===== config.mk =====
export PLATFORM = sky130hd
export DESIGN_NAME = npu_skew_feeder
export DESIGN_NICKNAME = d
export VERILOG_FILES = /design/src/rtl/npu_pkg.sv /design/src/rtl/npu_skew_lane.sv /design/src/rtl/npu_skew_feeder.sv
export SDC_FILE = /design/constraint.sdc
export NUM_CORES = 1
export LEC_CHECK = 0
export ABC_AREA = 1
export CAP_MARGIN = 25
export CORE_ASPECT_RATIO = 1.1
export CORE_MARGIN = 8
export CORE_UTILIZATION = 46
export CTS_BUF_LIST = sky130_fd_sc_hd__clkbuf_8
export DETAILED_ROUTE_END_ITERATION = 8
export PLACE_DENSITY = 0.74
export SYNTH_ARGS = -nofsm -noshare
export SYNTH_HDL_FRONTEND = slang
export SYNTH_SLANG_ARGS = --single-unit

===== constraint.sdc =====
create_clock -name clk -period 1.4 [get_ports clk]
set_input_delay 0.42 -clock clk [delete_from_list [all_inputs] [get_ports clk]]
set_output_delay 0.42 -clock clk [all_outputs]
set_load 0.03 [all_outputs]

===== src/rtl/npu_pkg.sv =====
// Shared NPU constants and the skew feeder's state encoding.
package npu_pkg;

   localparam int NPU_LANES  = 8;
   localparam int NPU_ELEM_W = 8;

   typedef enum logic [1:0] {
      IDLE   = 2'd0,
      STREAM = 2'd1,
      DRAIN  = 2'd2
   } npu_state_e;

endpackage


===== src/rtl/npu_skew_lane.sv =====
// Enable-gated delay line of DEPTH stages carrying one lane element and its valid bit.
module npu_skew_lane #(
   parameter int DEPTH  = 1,
   parameter int ELEM_W = 8
) (
   input  logic              clk_i,
   input  logic              rst_i,
   input  logic              en_i,
   input  logic [ELEM_W-1:0] data_i,
   input  logic              vld_i,
   output logic [ELEM_W-1:0] data_o,
   output logic              vld_o
);

   logic [DEPTH-1:0][ELEM_W-1:0] data_q;
   logic [DEPTH-1:0]             vld_q;

   always_ff @(posedge clk_i) begin
      if (rst_i) begin
         data_q <= '0;
         vld_q  <= '0;
      end else if (en_i) begin
         data_q[0] <= data_i;
         vld_q[0]  <= vld_i;
         for (int k = 1; k < DEPTH; k++) begin
            data_q[k] <= data_q[k-1];
            vld_q[k]  <= vld_q[k-1];
         end
      end
   end

   assign data_o = data_q[DEPTH-1];
   assign vld_o  = vld_q[DEPTH-1];

endmodule


===== src/rtl/npu_skew_feeder.sv =====
// Skews activation rows onto the PE array west edge: lane i delayed i+1 advances.
// Optional NPU_SKEW_ZERO_PAD_EN zeroes the bytes of lanes whose valid bit is low.
module npu_skew_feeder
   import npu_pkg::*;
#(
   parameter int LANES  = NPU_LANES,
   parameter int ELEM_W = NPU_ELEM_W
) (
   input  logic                    clk,
   input  logic                    rst,
   input  logic [LANES*ELEM_W-1:0] in_data,
   input  logic                    in_valid,
   output logic                    in_ready,
   input  logic                    in_sop,
   input  logic                    in_eop,
   output logic [LANES*ELEM_W-1:0] out_data,
   output logic [LANES-1:0]        out_lane_valid,
   input  logic                    out_ready,
   output logic                    busy,
   output logic                    tile_done,
   output logic                    proto_err
);

   npu_state_e state_q, state_d;
   logic       proto_err_q, proto_err_d;
   logic [LANES-1:0] eop_q, eop_d;
   logic       accept;

   logic [LANES-1:0][ELEM_W-1:0] lane_data;
   logic [LANES-1:0]             lane_vld;

   assign in_ready  = out_ready && (state_q != DRAIN);
   assign accept    = in_valid && in_ready;
   assign tile_done = eop_q[LANES-1] && out_ready;
   assign busy      = (state_q != IDLE);
   assign proto_err = proto_err_q;

   // The eop marker rides alongside the longest (last) lane's delay line.
   assign eop_d = {eop_q[LANES-2:0], accept && in_eop};

   for (genvar g = 0; g < LANES; g++) begin : g_lane
      npu_skew_lane #(
         .DEPTH  (g + 1),
         .ELEM_W (ELEM_W)
      ) u_lane (
         .clk_i  (clk),
         .rst_i  (rst),
         .en_i   (out_ready),
         .data_i (in_data[g*ELEM_W +: ELEM_W]),
         .vld_i  (accept),
         .data_o (lane_data[g]),
         .vld_o  (lane_vld[g])
      );
`ifdef NPU_SKEW_ZERO_PAD_EN
      assign out_data[g*ELEM_W +: ELEM_W] = lane_vld[g] ? lane_data[g] : '0;
`else
      assign out_data[g*ELEM_W +: ELEM_W] = lane_data[g];
`endif
   end

   assign out_lane_valid = lane_vld;

   always_ff @(posedge clk) begin
      if (rst) begin
         state_q     <= IDLE;
         proto_err_q <= 1'b0;
         eop_q       <= '0;
      end else begin
         state_q     <= state_d;
         proto_err_q <= proto_err_d;
         if (out_ready) eop_q <= eop_d;
      end
   end

   always_comb begin
      state_d     = state_q;
      proto_err_d = proto_err_q;
      case (state_q)
         IDLE: if (accept) begin
            state_d = in_eop ? DRAIN : STREAM;
            if (!in_sop) proto_err_d = 1'b1;
         end
         STREAM: if (accept) begin
            if (in_eop) state_d = DRAIN;
            if (in_sop) proto_err_d = 1'b1;
         end
         DRAIN: if (tile_done) state_d = IDLE;
         default: state_d = IDLE;
      endcase
   end

endmodule


==> flow_metrics.env, run 1 <==
export IMPL_outcome="finished with violations"
export IMPL_violations="setup timing"
export IMPL_wl_um=24000
export IMPL_tightest_slew_ps=413.8
export IMPL_root_buffer="clkbuf_8"
export IMPL_required_ps=980
export IMPL_grt_use_total_pct=15.89
export IMPL_synth_fa_ha_area_share_pct=0
export IMPL_cts_hold_buf=0
export IMPL_grt_pass1_wl_um=40170
export IMPL_core_area_um2=24170
export IMPL_clk_pin_slew_ps=60
export IMPL_holdCritStartpoint="out_ready"
export IMPL_r2r_end="eop_q[0]"
export IMPL_synthToLayoutAreaGrowth_pct=25.80
export IMPL_vias_per_cell=4.795
export IMPL_worstSetupPathType="reg -> out"
export IMPL_setup_violations=76
export IMPL_reg2reg_depth=6
export IMPL_period_minus_slack_ps=1702
export IMPL_final_cell_count_no_fill=1847
export IMPL_gr_usage_met2_pct=24.55
export IMPL_synth_top_family_by_area="simple AND/OR/NAND/NOR gates"
export IMPL_yosys_area_top_type="dfxtp_1"
export IMPL_die_h_um=179.5
export IMPL_fin_setup_tns_ps=-2870
export IMPL_initial_core_util_pct=46.24
export IMPL_rsz0062_at_grt="true"
export IMPL_cts_tree="yes"
export IMPL_slew_headroom_pct=72.42
export IMPL_fp_row_count=60
export IMPL_nets=1569
export IMPL_gr_usage_met1_pct=21.53
export IMPL_maxSlewViolCount=0
export IMPL_period_share_pct=121.6
export IMPL_routedWlPerCell_um=12.99
export IMPL_synth_mux_area_share_pct=0
export IMPL_ys_ff_latch=307
export IMPL_leakagePower_nw=6.067
export IMPL_fin_ws_ps=-302.0
export IMPL_ys_types=21
export IMPL_numCtsBuffers=49
export IMPL_synth_compound_area_share_pct=13.93
export IMPL_ys_top_cells_by_area="dfxtp_1, nor2_1, o21ai_0"
export IMPL_finalClockSkew_ps=21.95
export IMPL_synth_area_um2=11180
export IMPL_die_area_um2=29550
export IMPL_first_global_vias=8428
export IMPL_synth_simple_area_share_pct=21.06
export IMPL_grt_busiest_layer="met2"
export IMPL_htreeDepth=2
export IMPL_use_met3_pct=3.656
export IMPL_hold_ws_ps=417.5
export IMPL_drc_errors=0
export IMPL_io_pin_count=146
export IMPL_cp_start_kind="flop"
export IMPL_powerDensity_nw_per_um2=1403
export IMPL_drtPass1Iterations=4
export IMPL_arrival_ps=1280
export IMPL_antenna_left=0
export IMPL_grt_start_max_net_pins=112
export IMPL_synth_xor_area_share_pct=0.07836
export IMPL_portBuffers=145
export IMPL_hold_depth=5
export IMPL_cp_max_fo=4
export IMPL_yosys_warnings=0
export IMPL_num_antenna_cells=0
export IMPL_num_vias=8857
export IMPL_hold_viol=0
export IMPL_critPathCaptureType="primary output"
export IMPL_vdd_ir_drop_max_mv=0.6786
export IMPL_grt_overflow=0
export IMPL_synth_top_area_share_pct=54.99
export IMPL_place_congestion=0.7222
export IMPL_drt_iter0_markers=773
export IMPL_rr_startpoint="state_q[0]"
export IMPL_synth_seq_area_share_pct=54.99
export IMPL_fmax_mhz=587.5
export IMPL_synth_area_per_cell_um2=7.916
export IMPL_dp_cells=1745
export IMPL_die_w_um=164.6
export IMPL_synth_nets=1482
export IMPL_clock_latency_ps=550
export IMPL_finalPower_mw=19.73
export IMPL_drive_above_1_share_pct=18.74
export IMPL_max_cap_violations=0
export IMPL_clockBufferDepth=3
export IMPL_hold_class="in -> reg"
export IMPL_hpwl_um=14690
export IMPL_r2r_setup_slack_ps=380
export IMPL_synth_cells=1412
export IMPL_antenna_found_initial=1
export IMPL_min_to="g_lane[7].u_lane.vld_q[0]"
export IMPL_cts_sinks=307
sequential cells by signal (all words and copies together) (netlist names):
register	flops
g_lane.u_lane.data_q	224
g_lane.u_lane.data_o	64
eop_q	8
g_lane.u_lane.vld_q	8
state_q	2
proto_err	1
layer usage:
layer  vias to the layer above  share of wire (%)
met1                      4014                 48
li1                       4625                  -
met5                         -              0.038
met3                        46                5.2
met2                       170                 44
met4                         2                2.2
cells in the mapped netlist (all sizes together):
library cell    n
nor2          614
dfxtp         307
o21ai         303
buf           107
clkbuf         57
nand2           9
inv             7
a21oi           5
nand3           2
xnor2           1
cell type report:
cell class                      instances  area, um^2
Clock buffer                           62       853.3
Clock inverter                         27       175.2
Fill cell                            2135       10110
Inverter                                7       38.79
Multi-Input combinational cell        934        3921
Sequential cell                       307        6251
Tap cell                              310       387.9
Timing Repair Buffer                  200        2434
report_power, final:
part	total [mW]	internal, mW	switching (mW)
logic	2.30	1.07	1.23
registers	9.65	9.34	0.310
clock network	7.78	4.37	3.42
kinds of logic after synthesis:
group / count (synthesis)
flip-flops: 307
AND/OR/NAND/NOR: 625
AO/OA/AOI/OAI: 308
buffers and inverters: 171
XOR/XNOR: 1
worst max-delay path by stage:
stage / to / from / slack (ps) / cells past startpoint
6_report: in_ready / state_q[0] / -300 / 3
4_1_cts: in_ready / state_q[0] / -390 / 3
3_5_place_dp: g_lane[4].u_lane.data_o[3] / rst / -260 / 5
5_1_grt: in_ready / state_q[0] / -380 / 3
3_3_place_gp: g_lane[3].u_lane.data_q[9] / rst / -220 / 5
2_1_floorplan: in_ready / out_ready / -60 / 5
metrics by stage:
stage                     utilization, %  setup WS (ps)  instance area [um^2]
after floorplan                        -         -61.51                 11180
after global placement             52.32         -220.9                 12650
after detailed placement           52.32         -260.0                 12650
after CTS                          58.07         -386.1                 14040
after global routing               58.17         -376.2                 14060
final                              58.17         -302.0                 14060
critical path, stage by stage, from the launching register on:
cell	delay (ps)
dfxtp_2	360
inv_2	60
a21oi_4	160
buf_12	140
cell usage in the layout, fill, tap and decap left out:
| master | instances |
|---|---|
| dfxtp_1 | 231 |
| buf_4 | 37 |
| buf_12 | 46 |
| nand3_2 | 1 |
| bufinv_16 | 2 |
| a21oi_1 | 3 |
| dfxtp_4 | 4 |
| buf_6 | 48 |
| clkinvlp_4 | 1 |
| inv_6 | 2 |
| clkbuf_8 | 63 |
| a21oi_4 | 1 |
| o21ai_0 | 286 |
| a21oi_2 | 1 |
| inv_2 | 3 |
| clkinv_2 | 4 |
| xnor2_1 | 1 |
| nor2_1 | 614 |
| dfxtp_2 | 72 |
| nand2_1 | 8 |
| nand2_2 | 1 |
| nand3_1 | 1 |
| clkdlybuf4s50_1 | 68 |
| o21ai_1 | 17 |
| inv_8 | 2 |
| inv_1 | 20 |
what timing repair did:
item	in CTS	in global routing
resized for setup	128	3
buffers inserted	11	2
pin swaps	1	1
endpoints found under the setup margin	76	76
Power figures use the tool's default switching activity.
==> run 2, diff against run 1 <==
--- a/config.mk
+++ b/config.mk
@@ -10,7 +10,8 @@
 export CORE_ASPECT_RATIO = 1.1
 export CORE_MARGIN = 8
 export CORE_UTILIZATION = 46
-export CTS_BUF_LIST = sky130_fd_sc_hd__clkbuf_8
+export CTS_BUF_LIST = sky130_fd_sc_hd__clkbuf_4
+export CTS_CLUSTER_SIZE = 8
 export DETAILED_ROUTE_END_ITERATION = 8
 export PLACE_DENSITY = 0.74
 export SYNTH_ARGS = -nofsm -noshare
==> flow_metrics.env, run 2 (synthesis gave the netlist of run 1 again) <==
export IMPL_r2r_end="state_q[0]"
export IMPL_arrival_ps=1380
export IMPL_hpwl_um=14690
export IMPL_root_buffer="clkbuf_4"
export IMPL_layout_commonest_cell="nor2_1"
export IMPL_numCtsBuffers=80
export IMPL_hold_viol=0
export IMPL_internal_power_mw=14.49
export IMPL_drtPass1Iterations=5
export IMPL_rsz0062_at_grt="true"
export IMPL_leakagePower_nw=6.063
export IMPL_p_switching_mw=5.017
export IMPL_fin_ws_ps=-401.8
export IMPL_seqPwrFrac_pct=49.4
export IMPL_multi_input_area_um2=3921
export IMPL_clock_latency_ps=690
export IMPL_rr_startpoint="eop_q[7]"
export IMPL_period_minus_slack_ps=1802
export IMPL_die_h_um=179.5
export IMPL_finalPower_mw=19.50
export IMPL_drive_above_1_share_pct=21.51
export IMPL_max_cap_violations=0
export IMPL_wl_met2_um=10850
export IMPL_synthToLayoutAreaGrowth_pct=25.56
export IMPL_die_area_um2=29550
export IMPL_vdd_ir_drop_max_mv=0.6957
export IMPL_pwr_share_clk_pct=38.8
export IMPL_cts_tree="yes"
export IMPL_antenna_left=0
export IMPL_fillers=2139
export IMPL_io_pin_count=146
export IMPL_critPathCaptureType="primary output"
export IMPL_drc_errors=0
export IMPL_initial_core_util_pct=46.24
export IMPL_place_congestion=0.7222
export IMPL_tightest_slew_ps=409.6
export IMPL_grt_start_max_net_pins=112
export IMPL_setup_violations=76
export IMPL_routedWlPerCell_um=12.76
export IMPL_reg2reg_depth=10
export IMPL_dr_wl_met3_um=1493
export IMPL_core_area_um2=24170
export IMPL_regMostFlops="g_lane.u_lane.data_q"
export IMPL_fmax_mhz=555.0
export IMPL_dp_slack_ps=-260.0
export IMPL_grt_use_total_pct=16.33
export IMPL_num_vias=9043
export IMPL_period_share_pct=128.7
export IMPL_grt_pass1_wl_um=40860
export IMPL_cp_max_fo=4
export IMPL_swShare_pct=25.72
export IMPL_maxSlewViolCount=0
export IMPL_drt_iter0_markers=712
export IMPL_slew_headroom_pct=72.70
export IMPL_comb_power_share_pct=11.8
export IMPL_drt_met1_wl_um=11290
export IMPL_hold_class="in -> reg"
export IMPL_r2r_setup_slack_ps=250
export IMPL_violations="setup timing"
export IMPL_cts_hold_buf=0
export IMPL_portBuffers=145
export IMPL_clockBufferDepth=3
export IMPL_grt_overflow=0
export IMPL_vias_per_cell=4.780
export IMPL_crit_start="state_q[0]"
export IMPL_largest_register_ffs=224
export IMPL_worstSetupPathType="reg -> out"
export IMPL_top_layer="met5"
export IMPL_die_w_um=164.6
export IMPL_nets=1600
export IMPL_fp_row_count=60
export IMPL_finalClockSkew_ps=28.82
export IMPL_wl_um=24150
export IMPL_htreeDepth=3
export IMPL_most_common_layout_cells="nor2_1, o21ai_0, dfxtp_1"
export IMPL_ff_latch_area_um2=6251
export IMPL_required_ps=980
export IMPL_first_global_vias=8698
export IMPL_outcome="finished with violations"
export IMPL_cts_sinks=307
export IMPL_crit_path_end="in_ready"
export IMPL_cp_start_kind="flop"
export IMPL_antenna_found_initial=2
export IMPL_powerDensity_nw_per_um2=1390
export IMPL_clk_pin_slew_ps=70
-- run 2: cell count changes in the layout (fill, tap and decap cells not counted) --
cell and delta:
inv_1 -18, inv_8 -1, clkinv_1 +10, clkinv_4 +3
inv_2 +1, inv_6 -1, clkbuf_8 -62, clkinv_2 -1
diode_2 +1, clkbuf_4 +113
-- run 2: through the flow --
step	cells	hold slack (ps)	instance area (um^2)	utilization, %	setup TNS [ps]
6_report	1892	303.7	14030	58.05	-11890
4_1_cts	1889	214.6	14010	57.95	-18420
5_1_grt	1892	265.4	14030	58.05	-18540
2_1_floorplan	1412	448.9	11180	-	-61.51
3_3_place_gp	1745	455.8	12650	52.32	-54540
3_5_place_dp	1745	463.6	12650	52.32	-62520
-- run 2: timing repair --
| action | CTS | global route |
|---|---|---|
| resized for setup | 128 | 3 |
| pin swaps | 1 | 1 |
| setup endpoints to repair | 76 | 76 |
| buffers inserted | 11 | 2 |
| hold endpoints to repair | 0 | 0 |
-- run 2: worst max-delay path, cell delays in order (launching register included) --
cell,delay [ps]
dfxtp_2,360
inv_2,60
a21oi_4,160
buf_12,140
-- run 2: power by group through the flow --
stage          clock network (mW)  registers [mW]  logic [mW]
4_1_cts                      7.87            9.64        2.31
5_1_grt                      8.35            9.71        2.55
3_3_place_gp                    0            9.78        2.17
6_report                     7.57            9.64        2.29
3_5_place_dp                    0            9.79        2.20
2_1_floorplan                   0            9.73        1.49
-- run 2: metal layers --
layer	up-vias	global-route usage [%]
li1	4721	-
met1	4074	21.32
met2	206	24.73
met3	40	4.456
met4	2	7.287
met5	-	0
-- run 2: how the worst min path moves through the flow --
stage	startpoint	slack, ps	cells after the start	endpoint
2_1_floorplan	eop_q[1]	450	2	eop_q[2]
3_3_place_gp	g_lane[6].u_lane.data_q[7]	460	2	g_lane[6].u_lane.data_q[15]
3_5_place_dp	g_lane[6].u_lane.data_q[14]	460	2	g_lane[6].u_lane.data_q[22]
4_1_cts	out_ready	210	5	g_lane[3].u_lane.data_o[2]
5_1_grt	in_data[53]	270	3	g_lane[6].u_lane.data_q[5]
6_report	out_ready	300	5	g_lane[3].u_lane.data_o[2]
-- run 2: cell type report --
class                   instances  area share, %
flip-flops and latches        307          44.54
multi-input cells             934          27.94
repair buffers                200          17.34
clock buffers                 113          6.045
well taps                     310          2.764
clock inverters                20          1.070
inverters                       7         0.2764
diodes                          1        0.01783
